## src/rtl/multi_cycle_controller_pkg.sv

```systemverilog
// Shared encodings for the multi-cycle RISC-V controller: FSM states, opcodes,
// datapath mux selects and the bundle of control strobes driven each cycle.
package multi_cycle_controller_pkg;

    localparam logic [2:0] ST_IF   = 3'd0;
    localparam logic [2:0] ST_ID   = 3'd1;
    localparam logic [2:0] ST_EX   = 3'd2;
    localparam logic [2:0] ST_MEM  = 3'd3;
    localparam logic [2:0] ST_WB   = 3'd4;
    localparam logic [2:0] ST_HALT = 3'd5;

    localparam logic [6:0] OP_RTYPE  = 7'b0110011;
    localparam logic [6:0] OP_IARITH = 7'b0010011;
    localparam logic [6:0] OP_LOAD   = 7'b0000011;
    localparam logic [6:0] OP_STORE  = 7'b0100011;
    localparam logic [6:0] OP_BRANCH = 7'b1100011;
    localparam logic [6:0] OP_JAL    = 7'b1101111;
    localparam logic [6:0] OP_JALR   = 7'b1100111;
    localparam logic [6:0] OP_ECALL  = 7'b1110011;

    localparam logic [1:0] ALU_OP_ADD    = 2'b00;
    localparam logic [1:0] ALU_OP_BRANCH = 2'b01;
    localparam logic [1:0] ALU_OP_FUNCT  = 2'b10;

    localparam logic [1:0] SRC_A_PC    = 2'b00;
    localparam logic [1:0] SRC_A_OLDPC = 2'b01;
    localparam logic [1:0] SRC_A_RS1   = 2'b10;

    localparam logic [1:0] SRC_B_RS2  = 2'b00;
    localparam logic [1:0] SRC_B_FOUR = 2'b01;
    localparam logic [1:0] SRC_B_IMM  = 2'b10;

    localparam logic [1:0] WB_ALUOUT = 2'b00;
    localparam logic [1:0] WB_MDR    = 2'b01;
    localparam logic [1:0] WB_PC     = 2'b10;

    localparam logic PC_SRC_ALU    = 1'b0;
    localparam logic PC_SRC_ALUOUT = 1'b1;

    typedef struct packed {
        logic       pcWrite;
        logic       pcWriteCond;
        logic       iOrD;
        logic       memRead;
        logic       memWrite;
        logic       irWrite;
        logic       regWrite;
        logic       pcSource;
        logic [1:0] aluSrcA;
        logic [1:0] aluSrcB;
        logic [1:0] aluOp;
        logic [1:0] wbSel;
        logic       isHalted;
    } ctrlBundle_t;

    // Opcodes that have an EX phase; anything else falling out of ID is a NOP.
    function automatic logic hasExecPhase(input logic [6:0] op);
        case (op)
            OP_RTYPE, OP_IARITH, OP_LOAD, OP_STORE,
            OP_BRANCH, OP_JAL, OP_JALR: hasExecPhase = 1'b1;
            default:                    hasExecPhase = 1'b0;
        endcase
    endfunction

    function automatic logic isMemAccess(input logic [6:0] op);
        isMemAccess = (op == OP_LOAD) || (op == OP_STORE);
    endfunction

    function automatic logic needsWriteback(input logic [6:0] op);
        needsWriteback = (op == OP_RTYPE) || (op == OP_IARITH);
    endfunction

endpackage

```

## src/rtl/mc_ctrl_decode.sv

```systemverilog
// Combinational output decode for the multi-cycle controller: maps the current
// state, opcode and datapath handshakes onto the datapath strobes and selects.
module mc_ctrl_decode
    import multi_cycle_controller_pkg::*;
(
    input  logic       reset,
    input  logic [2:0] state,
    input  logic [6:0] opcode,
    input  logic       alu_bcond,
    input  logic       mem_ready,
    output logic       pc_write,
    output logic       pc_write_cond,
    output logic       i_or_d,
    output logic       mem_read,
    output logic       mem_write,
    output logic       ir_write,
    output logic       reg_write,
    output logic       pc_source,
    output logic [1:0] alu_src_a,
    output logic [1:0] alu_src_b,
    output logic [1:0] alu_op,
    output logic [1:0] wb_sel,
    output logic       is_halted
);

    ctrlBundle_t ctrl;
    logic        fetchDone;

    // The state register sits in IF while reset is held, so masking the
    // handshake here is what keeps the fetch strobes quiet during reset.
    assign fetchDone = mem_ready & ~reset;

    always_comb begin
        ctrl = '0;
        case (state)
            ST_IF: begin
                ctrl.memRead  = 1'b1;
                ctrl.iOrD     = 1'b0;
                ctrl.aluSrcA  = SRC_A_PC;
                ctrl.aluSrcB  = SRC_B_FOUR;
                ctrl.aluOp    = ALU_OP_ADD;
                ctrl.pcSource = PC_SRC_ALU;
                ctrl.irWrite  = fetchDone;
                ctrl.pcWrite  = fetchDone;
            end
            ST_ID: begin
                ctrl.aluSrcA = SRC_A_OLDPC;
                ctrl.aluSrcB = SRC_B_IMM;
                ctrl.aluOp   = ALU_OP_ADD;
            end
            ST_EX: begin
                case (opcode)
                    OP_RTYPE: begin
                        ctrl.aluSrcA = SRC_A_RS1;
                        ctrl.aluSrcB = SRC_B_RS2;
                        ctrl.aluOp   = ALU_OP_FUNCT;
                    end
                    OP_IARITH: begin
                        ctrl.aluSrcA = SRC_A_RS1;
                        ctrl.aluSrcB = SRC_B_IMM;
                        ctrl.aluOp   = ALU_OP_FUNCT;
                    end
                    OP_LOAD, OP_STORE: begin
                        ctrl.aluSrcA = SRC_A_RS1;
                        ctrl.aluSrcB = SRC_B_IMM;
                        ctrl.aluOp   = ALU_OP_ADD;
                    end
                    OP_BRANCH: begin
                        ctrl.aluSrcA     = SRC_A_RS1;
                        ctrl.aluSrcB     = SRC_B_RS2;
                        ctrl.aluOp       = ALU_OP_BRANCH;
                        ctrl.pcWriteCond = alu_bcond;
                        ctrl.pcSource    = PC_SRC_ALUOUT;
                    end
                    OP_JAL: begin
                        ctrl.pcWrite  = 1'b1;
                        ctrl.pcSource = PC_SRC_ALUOUT;
                        ctrl.regWrite = 1'b1;
                        ctrl.wbSel    = WB_PC;
                    end
                    OP_JALR: begin
                        ctrl.aluSrcA  = SRC_A_RS1;
                        ctrl.aluSrcB  = SRC_B_IMM;
                        ctrl.aluOp    = ALU_OP_ADD;
                        ctrl.pcWrite  = 1'b1;
                        ctrl.pcSource = PC_SRC_ALU;
                        ctrl.regWrite = 1'b1;
                        ctrl.wbSel    = WB_PC;
                    end
                    default: ctrl = '0;
                endcase
            end
            ST_MEM: begin
                ctrl.iOrD     = 1'b1;
                ctrl.memRead  = (opcode == OP_LOAD);
                ctrl.memWrite = (opcode == OP_STORE);
            end
            ST_WB: begin
                ctrl.regWrite = 1'b1;
                ctrl.wbSel    = (opcode == OP_LOAD) ? WB_MDR : WB_ALUOUT;
            end
            ST_HALT: begin
                ctrl.isHalted = 1'b1;
            end
            default: ctrl = '0;
        endcase
    end

    assign pc_write      = ctrl.pcWrite;
    assign pc_write_cond = ctrl.pcWriteCond;
    assign i_or_d        = ctrl.iOrD;
    assign mem_read      = ctrl.memRead;
    assign mem_write     = ctrl.memWrite;
    assign ir_write      = ctrl.irWrite;
    assign reg_write     = ctrl.regWrite;
    assign pc_source     = ctrl.pcSource;
    assign alu_src_a     = ctrl.aluSrcA;
    assign alu_src_b     = ctrl.aluSrcB;
    assign alu_op        = ctrl.aluOp;
    assign wb_sel        = ctrl.wbSel;
    assign is_halted     = ctrl.isHalted;

endmodule

```

## src/rtl/multi_cycle_controller.sv

```systemverilog
// Multi-cycle RISC-V control FSM (IF/ID/EX/MEM/WB/HALT): owns the state
// register and sequencing; the strobe decode lives in mc_ctrl_decode.
module multi_cycle_controller
    import multi_cycle_controller_pkg::*;
(
    input  logic       clk,
    input  logic       reset,
    input  logic [6:0] opcode,
    input  logic       alu_bcond,
    input  logic       halt_req,
    input  logic       mem_ready,
    output logic       pc_write,
    output logic       pc_write_cond,
    output logic       i_or_d,
    output logic       mem_read,
    output logic       mem_write,
    output logic       ir_write,
    output logic       reg_write,
    output logic       pc_source,
    output logic [1:0] alu_src_a,
    output logic [1:0] alu_src_b,
    output logic [1:0] alu_op,
    output logic [1:0] wb_sel,
    output logic       is_halted
);

    logic [2:0] state;
    logic [2:0] nextState;

    // Reset is asynchronous so an access stuck in MEM is abandoned at once.
    always_ff @(posedge clk or posedge reset) begin
        if (reset) begin
            state <= ST_IF;
        end else begin
            state <= nextState;
        end
    end

    // Sequencing: stalls in IF and MEM wait on mem_ready, HALT only leaves on reset.
    always_comb begin
        nextState = ST_IF;
        case (state)
            ST_IF: begin
                nextState = mem_ready ? ST_ID : ST_IF;
            end
            ST_ID: begin
                if (opcode == OP_ECALL) begin
                    nextState = halt_req ? ST_HALT : ST_IF;
                end else if (hasExecPhase(opcode)) begin
                    nextState = ST_EX;
                end else begin
                    nextState = ST_IF;
                end
            end
            ST_EX: begin
                if (isMemAccess(opcode)) begin
                    nextState = ST_MEM;
                end else if (needsWriteback(opcode)) begin
                    nextState = ST_WB;
                end else begin
                    nextState = ST_IF;
                end
            end
            ST_MEM: begin
                if (!mem_ready) begin
                    nextState = ST_MEM;
                end else if (opcode == OP_LOAD) begin
                    nextState = ST_WB;
                end else begin
                    nextState = ST_IF;
                end
            end
            ST_WB:   nextState = ST_IF;
            ST_HALT: nextState = ST_HALT;
            default: nextState = ST_IF;
        endcase
    end

    mc_ctrl_decode decodeUnit (
        .reset         (reset),
        .state         (state),
        .opcode        (opcode),
        .alu_bcond     (alu_bcond),
        .mem_ready     (mem_ready),
        .pc_write      (pc_write),
        .pc_write_cond (pc_write_cond),
        .i_or_d        (i_or_d),
        .mem_read      (mem_read),
        .mem_write     (mem_write),
        .ir_write      (ir_write),
        .reg_write     (reg_write),
        .pc_source     (pc_source),
        .alu_src_a     (alu_src_a),
        .alu_src_b     (alu_src_b),
        .alu_op        (alu_op),
        .wb_sel        (wb_sel),
        .is_halted     (is_halted)
    );

endmodule

```

## config.mk

```make
export PLATFORM = sky130hd
export DESIGN_NAME = multi_cycle_controller
export DESIGN_NICKNAME = d
export VERILOG_FILES = /design/src/rtl/multi_cycle_controller_pkg.sv /design/src/rtl/mc_ctrl_decode.sv /design/src/rtl/multi_cycle_controller.sv
export SDC_FILE = /design/constraint.sdc
export NUM_CORES = 1
export LEC_CHECK = 0
export ABC_AREA = 0
export CORE_AREA = 5 5 42 44
export DETAILED_ROUTE_END_ITERATION = 6
export DIE_AREA = 0 0 47 49
export PLACE_DENSITY = 0.74
export REMOVE_ABC_BUFFERS = 1
export SLEW_MARGIN = 25
export SYNTH_ARGS = -nofsm -noshare
export SYNTH_HDL_FRONTEND = slang
export SYNTH_SLANG_ARGS = --single-unit
```

## constraint.sdc

```tcl
create_clock -name clk -period 1.6 [get_ports clk]
set_input_delay 0.32 -clock clk [delete_from_list [all_inputs] [get_ports clk]]
set_output_delay 0.32 -clock clk [all_outputs]
set_load 0.005 [all_outputs]
```

==> impl_metrics.env <==
export IMPL_swShare=0.330
export IMPL_pwr_share_seq=0.195
export IMPL_ant_nets=0
export IMPL_r2r_end="state[1]"
export IMPL_end_kind="output port"
export IMPL_clock_sinks=3
export IMPL_path_class="reg2out"
export IMPL_gr_total_overflow=0
export IMPL_ys_seq_area_frac=0.173
export IMPL_dpl_hpwl_um=1340
export IMPL_cts_root_buf="clkbuf_4"
export IMPL_area_growth_pct=165
export IMPL_reg2reg_slack_ns=0.12
export IMPL_hp_class="in2async"
export IMPL_vdd_ir_drop_worst_mv=0.420
export IMPL_fin_area_sq_um=1150
export IMPL_cts_tree="done"
export IMPL_place_congestion=0.774
export IMPL_ys_async_sr_fraction=1.00
export IMPL_regMostFlops="state"
export IMPL_largest_register_ff_count=3
export IMPL_min_period_ns=1.77
export IMPL_tns_ns=-1.51
export IMPL_dpl_cell_area_sq_um=903
export IMPL_grt_pass1_vias=754
export IMPL_required_ns=1.28
export IMPL_whs_ns=0.352
export IMPL_avgRoutedWirePerCell_um=17.6
export IMPL_violations="negative setup slack"
export IMPL_hold_buffers=0
export IMPL_first_pass_iters=6
export IMPL_die_y_um=49
export IMPL_synth_flop_cell="dfrtp_1"
export IMPL_grt_usage=0.208
export IMPL_dieArea_sq_um=2300
export IMPL_synthCells=60
export IMPL_cts_made_buffers=3
export IMPL_p_switching_uw=140
export IMPL_initial_core_util=0.310
export IMPL_clk_pin_slew_ns=0.04
export IMPL_ys_ff_latch=3
export IMPL_worstPathMaxFanout=5
export IMPL_io_pins=29
export IMPL_drc_errors=0
export IMPL_synth_edf_count=0
export IMPL_layout_drive_gt1_share=0.667
export IMPL_h_tree_depth=1
export IMPL_reg_largest_list="state x3"
export IMPL_leakage_nw=0.577
export IMPL_grt_antenna_before_repair=0
export IMPL_setup_viol=17
export IMPL_synth_cell_types=32
export IMPL_worst_slack_ns=-0.173
export IMPL_synth_area_per_cell_sq_um=7.24
export IMPL_status="finished, violations left"
export IMPL_rows=14
export IMPL_power_density_nw_per_um2=369
export IMPL_grt_max_degree=7
export IMPL_viasPerCell=5.28
export IMPL_p_int_uw=284
export IMPL_syn_area_sq_um=434
export IMPL_arrival_ns=1.45
export IMPL_p_clk_frac=0.346
export IMPL_port_buffers=28
export IMPL_finClkSkew_ns=0.000220
export IMPL_p_comb_frac=0.459
export IMPL_antenna_cells=0
export IMPL_worstReg2RegStart="state[1]"
export IMPL_worst_setup_path_start_kind="register"
export IMPL_p_total_uw=424
export IMPL_finalWirelength_um=2560
export IMPL_slew_headroom=0.752
export IMPL_worst_pin_slew_ns=0.367
export IMPL_fin_crit_sh=1.11
export IMPL_yosysWarnings=0
export IMPL_grt_setup_unrepaired="yes"
export IMPL_grt_pass1_wl_um=3550
export IMPL_nets=142
export IMPL_clock_latency_ns=0.24
export IMPL_first_iter_violations=28
export IMPL_cap_violations=0
export IMPL_via_count=765
export IMPL_hold_viol=0
export IMPL_clock_tree_buffer_depth=2
export IMPL_fill_cells=81
export IMPL_core_sq_um=1400
export IMPL_die_w_um=47
export IMPL_maxSlewViolCount=0
export IMPL_r2r_cells=8
export IMPL_fmax_mhz=564
==> layout by cell type (no fill, tap or decap), types with 2 or more instances in the layout <==
master,synthesis,routed
dlygate4sd2_1,0,2
nand2b_4,0,2
nand2_1,7,6
buf_6,0,8
nor2_2,2,2
clkdlybuf4s15_1,0,2
clkdlybuf4s50_1,0,4
dfrtp_1,3,2
nand3b_1,2,2
nor2_4,0,4
nand3_2,0,2
inv_1,5,5
or2_4,1,2
clkdlybuf4s15_2,0,3
and2_1,2,2
a21oi_1,5,3
o21ai_0,2,2
nor3_4,1,3
buf_4,0,29
clkbuf_4,0,3
buf_2,0,16
==> worst max-delay path, cell delays in order (launching register included) <==
cell and delay, ns:
dfrtp_1 0.40, buf_6 0.15, buf_4 0.13, nor2_1 0.14, and4b_1 0.26, buf_2 0.13
==> metal layers <==
| layer | global-route usage | vias to the layer above | part of all wire | wire, um |
|---|---|---|---|---|
| met2 | 0.376 | 41 | 0.53 | 1350 |
| met4 | 0.0599 | 0 | 0.023 | 59 |
| met1 | 0.241 | 365 | 0.39 | 988 |
| met5 | 0 | - | 0 | 0 |
| li1 | - | 351 | - | - |
| met3 | 0.0258 | 8 | 0.063 | 161 |
==> cells by family after synthesis <==
group | share of synthesized area
AND/OR/NAND/NOR | 0.574
AO/OA/AOI/OAI | 0.202
buffers and inverters | 0.0519
flip-flops | 0.173
==> power by group through the flow <==
| stage | Clock [mW] | Sequential [mW] | Combinational (mW) |
|---|---|---|---|
| after global placement | 0 | 0.0823 | 0.147 |
| after global routing | 0.151 | 0.0834 | 0.204 |
| after CTS | 0.136 | 0.0820 | 0.166 |
| final | 0.147 | 0.0828 | 0.194 |
| after floorplan | 0 | 0.0845 | 0.0425 |
| after detailed placement | 0 | 0.0825 | 0.150 |
==> cells in the mapped netlist, types with 2 or more instances <==
cell type | n | area (sq um)
o21ai_0 | 2 | 10.0
nand2_1 | 7 | 26.3
nor2_1 | 5 | 18.8
or2_1 | 2 | 12.5
and2_1 | 2 | 12.5
nand3b_1 | 2 | 15.0
dfrtp_1 | 3 | 75.1
nor3_2 | 2 | 20.0
nand3_1 | 2 | 10.0
nor2_2 | 2 | 12.5
inv_1 | 5 | 18.8
a21oi_1 | 5 | 25.0
nand2b_1 | 2 | 12.5
==> final cells by class <==
class	instances	area, sq um	share of cell area
Timing Repair Buffer	66	547	0.476
Multi-Input combinational cell	51	462	0.402
Inverter	5	18.8	0.0163
Sequential cell	3	76.3	0.0664
Tap cell	16	20.0	0.0174
Clock buffer	4	26.3	0.0229
==> stage by stage <==
| stage | setup slack [ns] | util | instances |
|---|---|---|---|
| 4_1_cts | -0.144 | 0.770 | 140 |
| 6_report | -0.173 | 0.821 | 145 |
| 3_3_place_gp | -0.776 | 0.645 | 126 |
| 5_1_grt | -0.232 | 0.821 | 145 |
| 3_5_place_dp | -0.818 | 0.645 | 126 |
| 2_1_floorplan | 0.0868 | - | 59 |
==> what timing repair did <==
action / in CTS / in global routing
gates cloned: 1 / 0
endpoints found under the setup margin: 17 / 17
buffers inserted: 9 / 6
resized for setup: 110 / 10
pin swaps: 22 / 11
==> worst max path at each step <==
stage / to / depth (start not counted) / slack (ns) / from
4_1_cts: is_halted / 5 / -0.14 / state[0]
5_1_grt: pc_write / 6 / -0.23 / state[1]
3_3_place_gp: alu_src_b[1] / 6 / -0.78 / opcode[2]
2_1_floorplan: pc_write / 4 / 0.09 / state[0]
3_5_place_dp: mem_read / 6 / -0.82 / opcode[2]
6_report: wb_sel[0] / 5 / -0.17 / state[0]
Power figures use the tool's default switching activity.
